$ cat src/rtl/cache_line_ctrl_if.sv
// Bus bundle between the L1 instruction-cache miss/fill controller and its neighbours
// (CPU fetch port, tag/data arrays, line buffer, main memory).
interface cache_line_ctrl_if #(
    parameter int WORDS_PER_LINE = 4,
    parameter int NUM_SETS       = 16,
    parameter int CNT_W          = 32
);
    localparam int SET_W = $clog2(NUM_SETS);
    localparam int WPL_W = $clog2(WORDS_PER_LINE);

    // Handshake: re_imem is a request held by the CPU until memValid1 answers it;
    // mem_valid_mm is valid-only (no backpressure) and only counts while re_mm is high.
    logic               re_imem;
    logic               hit_imem;
    logic               flush;
    logic               mem_valid_mm;
    logic               clr;
    logic [SET_W-1:0]   clr_idx;
    logic               memValid1;
    logic               re_mm;
    logic               reset_mm;
    logic               we_cl;
    logic               we_imem;
    logic [WPL_W-1:0]   word_idx;
    logic               busy;
    logic [CNT_W-1:0]   hit_cnt;
    logic [CNT_W-1:0]   miss_cnt;
    logic [1:0]         dbg_state;

    modport slave (
        input  re_imem, hit_imem, flush, mem_valid_mm,
        output clr, clr_idx, memValid1, re_mm, reset_mm, we_cl, we_imem,
               word_idx, busy, hit_cnt, miss_cnt, dbg_state
    );

    modport master (
        output re_imem, hit_imem, flush, mem_valid_mm,
        input  clr, clr_idx, memValid1, re_mm, reset_mm, we_cl, we_imem,
               word_idx, busy, hit_cnt, miss_cnt, dbg_state
    );
endinterface

$ cat src/rtl/cache_line_ctrl.sv
// L1 instruction-cache miss/fill controller: tag sweep, hit service, line fetch and fill.
// Optional hit/miss statistics counters enabled by defining CACHE_LINE_CTRL_STATS_EN.
module cache_line_ctrl #(
    parameter int WORDS_PER_LINE = 4,
    parameter int NUM_SETS       = 16,
    parameter int CNT_W          = 32
) (
    input  logic               clk,
    input  logic               reset,
    cache_line_ctrl_if.slave   bus
);
    localparam int SET_W = $clog2(NUM_SETS);
    localparam int WPL_W = $clog2(WORDS_PER_LINE);
    localparam logic [SET_W-1:0] LAST_SET  = SET_W'(NUM_SETS - 1);
    localparam logic [WPL_W-1:0] LAST_WORD = WPL_W'(WORDS_PER_LINE - 1);

    typedef enum logic [1:0] {
        ST_INIT   = 2'd0,
        ST_LOOKUP = 2'd1,
        ST_FETCH  = 2'd2,
        ST_FILL   = 2'd3
    } state_t;

    state_t           r_state;
    state_t           w_next_state;
    logic [SET_W-1:0] r_clr_idx;
    logic [SET_W-1:0] w_clr_idx_nxt;
    logic [WPL_W-1:0] r_word_idx;
    logic [WPL_W-1:0] w_word_idx_nxt;
    logic             r_flush_pend;
    logic             w_flush_pend_nxt;

    logic w_clr;
    logic w_mem_valid1;
    logic w_re_mm;
    logic w_reset_mm;
    logic w_we_cl;
    logic w_we_imem;
    logic w_busy;

    always_ff @(posedge clk) begin
        if (reset) begin
            r_state      <= ST_INIT;
            r_clr_idx    <= '0;
            r_word_idx   <= '0;
            r_flush_pend <= 1'b0;
        end else begin
            r_state      <= w_next_state;
            r_clr_idx    <= w_clr_idx_nxt;
            r_word_idx   <= w_word_idx_nxt;
            r_flush_pend <= w_flush_pend_nxt;
        end
    end

    always_comb begin
        w_next_state     = r_state;
        w_clr_idx_nxt    = r_clr_idx;
        w_word_idx_nxt   = r_word_idx;
        w_flush_pend_nxt = r_flush_pend;
        w_clr            = 1'b0;
        w_mem_valid1     = 1'b0;
        w_re_mm          = 1'b0;
        w_reset_mm       = 1'b0;
        w_we_cl          = 1'b0;
        w_we_imem        = 1'b0;
        w_busy           = 1'b1;

        case (r_state)
            ST_INIT: begin
                // Flush requests arriving mid-sweep are absorbed by the sweep already running.
                w_clr            = 1'b1;
                w_flush_pend_nxt = 1'b0;
                w_clr_idx_nxt    = r_clr_idx + 1'b1;
                if (r_clr_idx == LAST_SET) begin
                    w_next_state = ST_LOOKUP;
                end
            end

            ST_LOOKUP: begin
                w_busy = 1'b0;
                if (bus.flush || r_flush_pend) begin
                    w_next_state     = ST_INIT;
                    w_clr_idx_nxt    = '0;
                    w_flush_pend_nxt = 1'b0;
                end else if (bus.re_imem && bus.hit_imem) begin
                    w_mem_valid1 = 1'b1;
                end else if (bus.re_imem) begin
                    w_reset_mm     = 1'b1;
                    w_word_idx_nxt = '0;
                    w_next_state   = ST_FETCH;
                end
            end

            ST_FETCH: begin
                w_re_mm = 1'b1;
                w_we_cl = bus.mem_valid_mm;
                if (bus.flush) begin
                    w_flush_pend_nxt = 1'b1;
                end
                if (bus.mem_valid_mm) begin
                    if (r_word_idx == LAST_WORD) begin
                        w_reset_mm     = 1'b1;
                        w_word_idx_nxt = '0;
                        w_next_state   = ST_FILL;
                    end else begin
                        w_word_idx_nxt = r_word_idx + 1'b1;
                    end
                end
            end

            ST_FILL: begin
                w_we_imem = 1'b1;
                if (bus.flush) begin
                    w_flush_pend_nxt = 1'b1;
                end
                if (r_word_idx == LAST_WORD) begin
                    w_reset_mm     = 1'b1;
                    w_word_idx_nxt = '0;
                    w_next_state   = ST_LOOKUP;
                end else begin
                    w_word_idx_nxt = r_word_idx + 1'b1;
                end
            end

            default: begin
                w_next_state     = ST_INIT;
                w_clr_idx_nxt    = '0;
                w_word_idx_nxt   = '0;
                w_flush_pend_nxt = 1'b0;
            end
        endcase
    end

    assign bus.clr       = w_clr;
    assign bus.clr_idx   = r_clr_idx;
    assign bus.memValid1 = w_mem_valid1;
    assign bus.re_mm     = w_re_mm;
    assign bus.reset_mm  = w_reset_mm;
    assign bus.we_cl     = w_we_cl;
    assign bus.we_imem   = w_we_imem;
    assign bus.word_idx  = r_word_idx;
    assign bus.busy      = w_busy;
    assign bus.dbg_state = r_state;

`ifdef CACHE_LINE_CTRL_STATS_EN
    logic [CNT_W-1:0] r_hit_cnt;
    logic [CNT_W-1:0] r_miss_cnt;
    logic             w_miss_evt;
    logic             w_init_entry;

    assign w_miss_evt   = (r_state == ST_LOOKUP) && (w_next_state == ST_FETCH);
    assign w_init_entry = (r_state != ST_INIT) && (w_next_state == ST_INIT);

    // Saturating counters; a new sweep starts a fresh statistics window.
    always_ff @(posedge clk) begin
        if (reset || w_init_entry) begin
            r_hit_cnt  <= '0;
            r_miss_cnt <= '0;
        end else begin
            if (w_mem_valid1 && (r_hit_cnt != {CNT_W{1'b1}})) begin
                r_hit_cnt <= r_hit_cnt + 1'b1;
            end
            if (w_miss_evt && (r_miss_cnt != {CNT_W{1'b1}})) begin
                r_miss_cnt <= r_miss_cnt + 1'b1;
            end
        end
    end

    assign bus.hit_cnt  = r_hit_cnt;
    assign bus.miss_cnt = r_miss_cnt;
`else
    assign bus.hit_cnt  = '0;
    assign bus.miss_cnt = '0;
`endif
endmodule
$ cat src/flat_wrapper.sv
// flat-port wrapper written by rule: the top's interface ports become plain ports
module cache_line_ctrl_flat 
#(
    parameter int WORDS_PER_LINE = 4,
    parameter int NUM_SETS       = 16,
    parameter int CNT_W          = 32
)
  (clk, reset, bus_re_imem, bus_hit_imem, bus_flush, bus_mem_valid_mm, bus_clr, bus_clr_idx, bus_memValid1, bus_re_mm, bus_reset_mm, bus_we_cl, bus_we_imem, bus_word_idx, bus_busy, bus_hit_cnt, bus_miss_cnt, bus_dbg_state);
  cache_line_ctrl_if #(.WORDS_PER_LINE(WORDS_PER_LINE), .NUM_SETS(NUM_SETS), .CNT_W(CNT_W)) bus_i ();
  input  logic clk;
  input  logic reset;
  input wire logic [$bits(bus_i.re_imem)-1:0] bus_re_imem;
  input wire logic [$bits(bus_i.hit_imem)-1:0] bus_hit_imem;
  input wire logic [$bits(bus_i.flush)-1:0] bus_flush;
  input wire logic [$bits(bus_i.mem_valid_mm)-1:0] bus_mem_valid_mm;
  output wire logic [$bits(bus_i.clr)-1:0] bus_clr;
  output wire logic [$bits(bus_i.clr_idx)-1:0] bus_clr_idx;
  output wire logic [$bits(bus_i.memValid1)-1:0] bus_memValid1;
  output wire logic [$bits(bus_i.re_mm)-1:0] bus_re_mm;
  output wire logic [$bits(bus_i.reset_mm)-1:0] bus_reset_mm;
  output wire logic [$bits(bus_i.we_cl)-1:0] bus_we_cl;
  output wire logic [$bits(bus_i.we_imem)-1:0] bus_we_imem;
  output wire logic [$bits(bus_i.word_idx)-1:0] bus_word_idx;
  output wire logic [$bits(bus_i.busy)-1:0] bus_busy;
  output wire logic [$bits(bus_i.hit_cnt)-1:0] bus_hit_cnt;
  output wire logic [$bits(bus_i.miss_cnt)-1:0] bus_miss_cnt;
  output wire logic [$bits(bus_i.dbg_state)-1:0] bus_dbg_state;
  assign bus_i.re_imem = bus_re_imem;
  assign bus_i.hit_imem = bus_hit_imem;
  assign bus_i.flush = bus_flush;
  assign bus_i.mem_valid_mm = bus_mem_valid_mm;
  assign bus_clr = bus_i.clr;
  assign bus_clr_idx = bus_i.clr_idx;
  assign bus_memValid1 = bus_i.memValid1;
  assign bus_re_mm = bus_i.re_mm;
  assign bus_reset_mm = bus_i.reset_mm;
  assign bus_we_cl = bus_i.we_cl;
  assign bus_we_imem = bus_i.we_imem;
  assign bus_word_idx = bus_i.word_idx;
  assign bus_busy = bus_i.busy;
  assign bus_hit_cnt = bus_i.hit_cnt;
  assign bus_miss_cnt = bus_i.miss_cnt;
  assign bus_dbg_state = bus_i.dbg_state;
  cache_line_ctrl #(.WORDS_PER_LINE(WORDS_PER_LINE), .NUM_SETS(NUM_SETS), .CNT_W(CNT_W)) u_core (.clk(clk), .reset(reset), .bus(bus_i));
endmodule
$ cat config.mk
export PLATFORM = sky130hd
export DESIGN_NAME = cache_line_ctrl_flat
export DESIGN_NICKNAME = d
export VERILOG_FILES = /design/src/rtl/cache_line_ctrl_if.sv /design/src/rtl/cache_line_ctrl.sv /design/src/flat_wrapper.sv
export SDC_FILE = /design/constraint.sdc
export NUM_CORES = 1
export LEC_CHECK = 0
export ABC_CLOCK_PERIOD_IN_PS = 1650
export CORE_ASPECT_RATIO = 1.4
export CORE_MARGIN = 8
export CORE_UTILIZATION = 30
export DETAILED_ROUTE_END_ITERATION = 7
export PLACE_DENSITY = 0.83
export SLEW_MARGIN = 30
export SYNTH_ARGS = -nofsm -noshare
export SYNTH_HDL_FRONTEND = slang
export SYNTH_SLANG_ARGS = --single-unit
$ cat constraint.sdc
create_clock -name clk -period 1.65 [get_ports clk]
set_input_delay 0.33 -clock clk [delete_from_list [all_inputs] [get_ports clk]]
set_output_delay 0.33 -clock clk [all_outputs]
set_load 0.02 [all_outputs]
==> impl_metrics.toml, run 1 <==
[outcome]
outcome = "finished, violations left"
violations = "setup timing"

[sta]
fmax_mhz = 604
rsz0062_at_grt = "true"
hold_viol = 0
slew_viol_final = 0
setup_slack_ns = -0.00507
finalCritPeriodShare_pct = 100
period_minus_slack_ns = 1.66
finalSetupViolCount = 3
finalClockSkew_ns = 0.00609

[route]
drc = 0
ant_nets = 0
wirelength_um = 2870
wire_per_inst_um = 12.6
drt_iter0_drc = 36
vias_per_cell = 4.00
dr.pass1.iters = 4
vias = 912

[synthesis]
syn_inst = 135
yosysTopAreaCell = "buf_4"
seq_area_frac_synth_pct = 16.3
synthTopCellsByArea = "buf_4, dfxtp_1, ha_1"
netlist-cell-type-count = 29
syn_area_um2 = 1100
synth_top_area_share_pct = 43.6
synth_warnings = 0
synth_seq_cells = 9
synth.avg_cell_area_um2 = 8.17

[worst_hold_path]
hold_class = "register to register"

[pwr]
p_per_area_nw_per_um2 = 753
leakagePower_nw = 0.818
ir_drop_mv = 0.682

[floorplanning]
die_h_um = 87.7
fp.dieArea_um2 = 5900
core_um2 = 3580
die_w_um = 67.2
rows = 26
io_pins = 85
initial_core_util_pct = 30.8

[final_layout]
syn_to_final_growth_pct = 37.2
final_common_cell = "conb_1"
n_fill_cell = 351
layout-drive-gt1-share_pct = 32.8
fin_area_um2 = 1510
nets = 201
utilization_pct = 42.3
n_antenna_cell = 0
layout_common_cells = "conb_1, buf_4, buf_6"

[setup_path]
critPathRequiredTime_ns = 1.83
path_buf_inv = 4
crit_chain = "inv_4 > buf_6 > ha_4 > buf_6 > buf_12 > or4_4 > a21oi_2"
path_common_cell = "buf_6"
end_kind = "register"
cp_max_fo = 5
crit_type = "register to register"
max_stage_delay_ns = 0.50
slowest_stage = "or4_4"
cp_top_family = "simple AND/OR/NAND/NOR gates"
crit_arrival_ns = 1.83
critPathLaunchType = "register"

[place]
hpwl_um = 2220
place.gp.congestion = 0.790
dpl_cell_area_um2 = 1290
portBuffers = 20

[clock_tree]
cts_tree = "done"
clockRootBuffer = "clkbuf_8"
numCtsBuffers = 3
cts_sinks = 9
cts.clk_slew.worst_paths_ns = 0.05
htreeDepth = 1
clock_latency_ns = 0.24
cts_buffer_depth = 2

[global_routing]
grtUsageTotal_pct = 8.19
grt_pass1_vias = 863
grt_overflow = 0
antenna_found_initial = 0
grt_pass1_wl_um = 3770
grt_max_degree = 10

[run]
maxCapViolCount = 0
==> sequential cells by signal (all words and copies together), names as in the netlist <==
name and cells:
u_core.bus.dbg_state 2, u_core.bus.word_idx 2, u_core.bus.clr_idx 4, u_core.r_flush_pend 1
==> power breakdown <==
| group | total [W] | switching (W) | internal (W) |
|---|---|---|---|
| Clock | 0.000262 | 0.0000928 | 0.000169 |
| Combinational | 0.000612 | 0.000355 | 0.000257 |
| Sequential | 0.000265 | 0.0000191 | 0.000246 |
| Total | 0.00114 | 0.000467 | 0.000672 |
==> routing by layer <==
metal	up-vias	GRT usage (%)	wire length (um)
li1	421	-	-
met1	427	8.66	984
met2	61	14.7	1500
met3	3	3.59	376
met4	0	1.15	11
met5	-	0	0
==> through the flow <==
step,total power [W],std cells,worst slack (ns),TNS [ns],hold WS (ns)
detailed placement,0.000813,217,-0.530,-2.31,0.495
global route,0.00121,228,-0.107,-0.426,0.544
CTS,0.00109,223,-0.0191,-0.0243,0.512
global placement,0.000796,217,-0.513,-1.96,0.489
finish,0.00114,228,-0.00507,-0.0136,0.521
floorplan,0.000722,198,-0.0389,-0.0389,0.515
==> kinds of logic (layout without fill, tap and decap cells) <==
kind of cell	Yosys count	after routing	synth area share [%]
muxes	2	2	1.82
DFF	9	9	16.3
other	1	64	0.340
and+or+nand+nor	27	27	13.6
buffers and inverters	72	60	46.3
adders and majority gates	8	8	9.08
AOI/OAI and AO/OA	16	16	12.5
==> worst reg2reg max path, cell delays in order (launching register included) <==
cell and delay (ns):
dfxtp_4 0.37, inv_4 0.05, buf_6 0.12, ha_4 0.16, buf_6 0.13, buf_12 0.12
or4_4 0.50, a21oi_2 0.14
==> final cells by class <==
type	instances	area (um2)	share of cell area (%)
flip-flops and latches	9	188	12.4
repair buffers	50	472	31.2
well taps	42	52.6	3.47
multi-input cells	117	731	48.3
clock buffers	4	45.0	2.98
inverters	6	25.0	1.65
==> Yosys cell counts <==
master	count
and4_2	1
nand3_1	4
a21o_1	1
and2_1	1
a21oi_4	1
a2111oi_4	1
nor2b_1	1
a21oi_1	6
ha_1	8
clkbuf_1	2
dfxtp_1	9
conb_1	1
mux2i_1	2
nor2_1	5
buf_4	64
inv_1	6
nand2_1	5
nor3_1	2
o21ai_0	3
nand3b_1	2
nand2b_1	2
or3_1	1
o21a_4	1
or4b_1	1
a31oi_1	1
nand4b_1	1
a32o_1	1
a222oi_1	1
or4_1	1
==> repair_timing <==
| item | CTS | global route |
|---|---|---|
| setup endpoints to repair | 14 | 16 |
| hold buffers | 0 | 0 |
| setup buffers | 2 | 5 |
| resized for setup | 37 | 27 |
| pin swaps | 7 | 15 |
==> path summary, 6_finish.rpt <==
| path | start | end | slack [ns] | depth (start not counted) |
|---|---|---|---|---|
| max | u_core.bus.dbg_state[1] | u_core.bus.clr_idx[3] | -0.005 | 7 |
| min | u_core.bus.dbg_state[1] | u_core.bus.dbg_state[1] | 0.52 | 2 |
| min reg2reg | u_core.bus.dbg_state[1] | u_core.bus.dbg_state[1] | 0.52 | 2 |
| max reg2reg | u_core.bus.dbg_state[1] | u_core.bus.clr_idx[3] | -0.005 | 7 |
(Power assumes the default switching activity.)
==> inputs of run 2 (changes only) <==
- CORE_MARGIN: 8 -> 5
==> impl_metrics.toml, run 2 (synthesis results as in run 1) <==
[final_layout]
layout_common_cells = "conb_1, buf_4, clkdlybuf4s50_1, buf_6, dfxtp_1"
regArea_um2 = 188
n_antenna_cell = 0
multi_input_area_um2 = 748
largest_reg_flops = 4
layout-drive-gt1-share_pct = 33.9
syn_to_final_growth_pct = 37.7
final_common_cell = "conb_1"
n_fill_cell = 365
nets = 204

[route]
ant_nets = 0
vias_per_cell = 3.94
vias = 911
drc = 0
wire_per_inst_um = 11.5
drt_iter0_drc = 27
wirelength_um = 2650
dr.pass1.iters = 4

[sta]
whs_ns = 0.551
rsz0062_at_grt = "true"
finalSetupViolCount = 6
slew_viol_final = 0
hold_viol = 0
setup_slack_ns = -0.194
fmax_mhz = 542
period_minus_slack_ns = 1.84
finalCritPeriodShare_pct = 112
finalClockSkew_ns = 0.00189

[clock_tree]
cts_sinks = 9
cts_tree = "done"
holdBufCountCts = 0
numCtsBuffers = 3
clock_latency_ns = 0.23
cts_buffer_depth = 2
clockRootBuffer = "clkbuf_8"
htreeDepth = 1
cts.clk_slew.worst_paths_ns = 0.05

[worst_hold_path]
hold_depth = 2
min_to = "u_core.bus.clr_idx[2]"
hp-start = "u_core.bus.clr_idx[2]"
hold_class = "register to register"

[floorplanning]
initial_core_util_pct = 30.5
die_w_um = 61.2
die_h_um = 81.7
core_um2 = 3610
fp.dieArea_um2 = 5000
rows = 26
io_pins = 85

[setup_path]
cp_top_family = "compound AO/OA/AOI/OAI gates"
path_buf_inv = 3
crit_arrival_ns = 1.97
r2r_setup_slack_ns = -0.19
end_kind = "register"
crit_chain = "inv_4 > buf_6 > ha_4 > buf_6 > a222oi_1 > nand2_1 > a32o_1"
r2r_end = "u_core.bus.dbg_state[0]"
critPathLaunchType = "register"
max_stage_delay_ns = 0.46
cp_max_fo = 4
r2r-start = "u_core.bus.dbg_state[1]"
slowest_stage = "a222oi_1"
crit_type = "register to register"
reg2reg_depth = 7
path_common_cell = "buf_6"
critPathRequiredTime_ns = 1.78

[global_routing]
grt_pass1_wl_um = 3390
grtUsageTotal_pct = 9.11
grt_max_degree = 10
antenna_found_initial = 0
grt_pass1_vias = 757
grt_overflow = 0

[place]
place.gp.congestion = 0.810
portBuffers = 20
pre_cts_ws_ns = -0.521
hpwl_um = 1950

[pwr]
leakagePower_nw = 0.785
ir_drop_mv = 0.530
p_per_area_nw_per_um2 = 747

[outcome]
violations = "setup timing"
outcome = "finished, violations left"

[run]
maxCapViolCount = 0
[run 2: per-layer routing]
metal,GRT usage (%),up-vias,part of all wire [%]
met3,3.77,8,13
met2,16.1,67,51
met1,9.35,413,32
met5,0,-,0
met4,3.25,0,2.7
li1,-,423,-
[run 2: layout make-up]
type                    instances  share of cell area (%)
inverters                       6                    1.65
multi-input cells             117                    49.3
flip-flops and latches          9                    12.4
clock buffers                   4                    2.97
well taps                      42                    3.46
repair buffers                 53                    30.3
[run 2: worst max-delay path by stage]
| stage | start | to | slack, ns | cells after the start |
|---|---|---|---|---|
| 6_report | u_core.bus.dbg_state[1] | u_core.bus.dbg_state[0] | -0.19 | 7 |
| 5_1_grt | u_core.bus.dbg_state[1] | u_core.bus.dbg_state[0] | -0.24 | 7 |
| 4_1_cts | u_core.bus.dbg_state[0] | u_core.bus.dbg_state[1] | -0.04 | 8 |
| 3_5_place_dp | bus_flush | bus_reset_mm | -0.52 | 5 |
| 3_3_place_gp | bus_mem_valid_mm | bus_reset_mm | -0.50 | 5 |
| 2_1_floorplan | u_core.bus.dbg_state[0] | bus_reset_mm | -0.04 | 5 |
[run 2: metrics by stage]
stage          utilization [%]  setup TNS [ns]  instance area (um2)  std cells  total power (W)
2_1_floorplan                -         -0.0389                 1350        198         0.000722
3_3_place_gp              36.0           -1.92                 1300        218         0.000795
3_5_place_dp              36.0           -2.25                 1300        218         0.000806
4_1_cts                   38.2         -0.0842                 1380        223          0.00108
5_1_grt                   42.0           -1.02                 1520        231          0.00120
6_report                  42.0          -0.563                 1520        231          0.00113
[run 2: where the power goes]
group	switching [W]	internal [W]	leakage, nW
sequential	0.0000196	0.000246	0.0747
combinational	0.000351	0.000257	0.687
clock	0.0000919	0.000169	0.0228
[run 2: worst reg2reg max path: cells and delay by family (launching register included)]
family,cells,cell delay [ns]
compound gates,2,0.75
fa+ha+maj,1,0.16
buf+inv,3,0.28
flops,1,0.37
simple gates,1,0.18
[run 2: what timing repair did]
action | in CTS | in global routing
endpoints found under the setup margin | 15 | 9
buffers inserted | 1 | 8
gates cloned | 0 | 0
pin swaps | 6 | 12
gates resized for setup | 40 | 22
==> inputs of run 3 (changes only) <==
- CAP_MARGIN: not set -> 20
- SETUP_SLACK_MARGIN: not set -> 0.3
==> impl_metrics.toml, run 3 (synthesis results as in run 1) <==
[outcome]
outcome = "finished, violations left"
violations = "setup timing"

[floorplanning]
initial_core_util_pct = 30.5
io_pins = 85
core_um2 = 3610
rows = 26
fp.dieArea_um2 = 5000
die_h_um = 81.7
die_w_um = 61.2

[route]
drt_iter0_drc = 30
vias = 894
wire_per_inst_um = 11.7
ant_nets = 0
dr.pass1.iters = 4
drc = 0
wirelength_um = 2670
vias_per_cell = 3.94

[setup_path]
r2r_end = "u_core.bus.dbg_state[0]"
r2r_setup_slack_ns = -0.07
crit_type = "register to register"
path_common_cell = "buf_6"
slowest_stage = "dfxtp_4"
critPathRequiredTime_ns = 1.83
end_kind = "register"
crit_arrival_ns = 1.89
path_buf_inv = 6
reg2reg_depth = 9
cp_max_fo = 6
critPathLaunchType = "register"
max_stage_delay_ns = 0.40
crit_chain = "inv_4 > buf_6 > ha_4 > buf_6 > a222oi_1 > buf_4 > buf_6 > buf_6 > a32o_1"
cp_top_family = "buffers and inverters"
r2r-start = "u_core.bus.dbg_state[0]"

[final_layout]
n_fill_cell = 358
utilization_pct = 42.2
largest_reg_flops = 4
layout_common_cells = "conb_1, buf_6, buf_4"
syn_to_final_growth_pct = 38.1
final_common_cell = "conb_1"
nets = 200
n_antenna_cell = 0
layout-drive-gt1-share_pct = 37.3
regArea_um2 = 193
multi_input_area_um2 = 734

[clock_tree]
clock_latency_ns = 0.24
numCtsBuffers = 3
clockRootBuffer = "clkbuf_8"
cts_buffer_depth = 2
cts.clk_slew.worst_paths_ns = 0.05
holdBufCountCts = 0
cts_sinks = 9
htreeDepth = 1
cts_tree = "done"

[global_routing]
antenna_found_initial = 0
grtUsageTotal_pct = 9.07
grt_pass1_vias = 773
grt_overflow = 0
grt_max_degree = 8
grt_pass1_wl_um = 3370

[run]
maxCapViolCount = 0

[pwr]
p_per_area_nw_per_um2 = 764
power_w = 0.00116
leakagePower_nw = 0.749
ir_drop_mv = 0.452

[sta]
slew_viol_final = 0
fmax_mhz = 583
hold_viol = 0
period_minus_slack_ns = 1.72
finalSetupViolCount = 10
finalCritPeriodShare_pct = 104
rsz0062_at_grt = "true"
finalClockSkew_ns = 0.00409
setup_slack_ns = -0.0666

[place]
portBuffers = 20
hpwl_um = 2050
pre_cts_ws_ns = -0.548
place.gp.congestion = 0.829

[worst_hold_path]
hp-start = "u_core.bus.clr_idx[1]"
hold_depth = 2
min_to = "u_core.bus.clr_idx[1]"
hold_class = "register to register"
==> run 3: cell types whose count changed in the layout (fill, tap and decap cells not counted), moves of 2 or more <==
cell,previous run,this run
buf_2,2,0
buf_4,28,18
clkdlybuf4s15_1,0,2
dfxtp_1,7,3
dlygate4sd2_1,3,5
buf_6,8,18
clkdlybuf4s15_2,0,3
dfxtp_2,0,4
clkdlybuf4s50_1,8,1
ha_4,5,3
==> run 3: worst max path at each step <==
stage / startpoint / end / cells after the start / slack, ns
floorplan: u_core.bus.dbg_state[1] / u_core.bus.word_idx[0] / 6 / 0.12
global placement: bus_flush / bus_reset_mm / 5 / -0.52
detailed placement: bus_flush / bus_reset_mm / 5 / -0.55
CTS: u_core.bus.dbg_state[0] / u_core.bus.dbg_state[1] / 8 / -0.01
global route: u_core.bus.dbg_state[0] / u_core.bus.dbg_state[0] / 7 / -0.17
finish: u_core.bus.dbg_state[0] / u_core.bus.dbg_state[0] / 9 / -0.07
==> run 3: power breakdown <==
part / internal [W] / switching [W] / leakage (nW)
combinational: 0.000262 / 0.000341 / 0.650
sequential: 0.000251 / 0.0000467 / 0.0763
clock: 0.000169 / 0.0000930 / 0.0228
total: 0.000682 / 0.000481 / 0.749
==> run 3: tightest hold or removal path, delay by kind of cell (launching register included) <==
| kind | cells | cell delay [ns] |
|---|---|---|
| AO/OA/AOI/OAI | 1 | 0.05 |
| flip-flops | 1 | 0.34 |
| AND/OR/NAND/NOR | 1 | 0.06 |
==> run 3: area by class of cell <==
cell class | count | area share, %
clock buffer | 4 | 2.96
tap | 42 | 3.45
multi-input combinational | 117 | 48.2
timing repair buffer | 49 | 30.9
sequential | 9 | 12.7
inverter | 6 | 1.81
==> run 3: per-stage QoR <==
step / hold WS (ns) / TNS [ns] / instances / instance area (um2)
detailed placement: 0.473 / -2.27 / 214 / 1320
floorplan: 0.506 / 0 / 198 / 1410
CTS: 0.482 / -0.0464 / 222 / 1420
global placement: 0.468 / -1.87 / 214 / 1320
finish: 0.486 / -0.366 / 227 / 1520
global route: 0.514 / -0.945 / 227 / 1520
==> run 3: repair_timing <==
action                                  4_1_cts  5_1_grt
endpoints found under the setup margin       23       18
setup buffers                                 4        5
pin swaps                                    15       12
hold endpoints to repair                      0        0
resized for setup                            69       16
==> run 3: routing by layer <==
metal | GRT usage, % | part of all wire (%)
met2 | 15.8 | 50
met3 | 3.46 | 15
met5 | 0 | 0
met1 | 8.78 | 32
met4 | 5.42 | 3.5
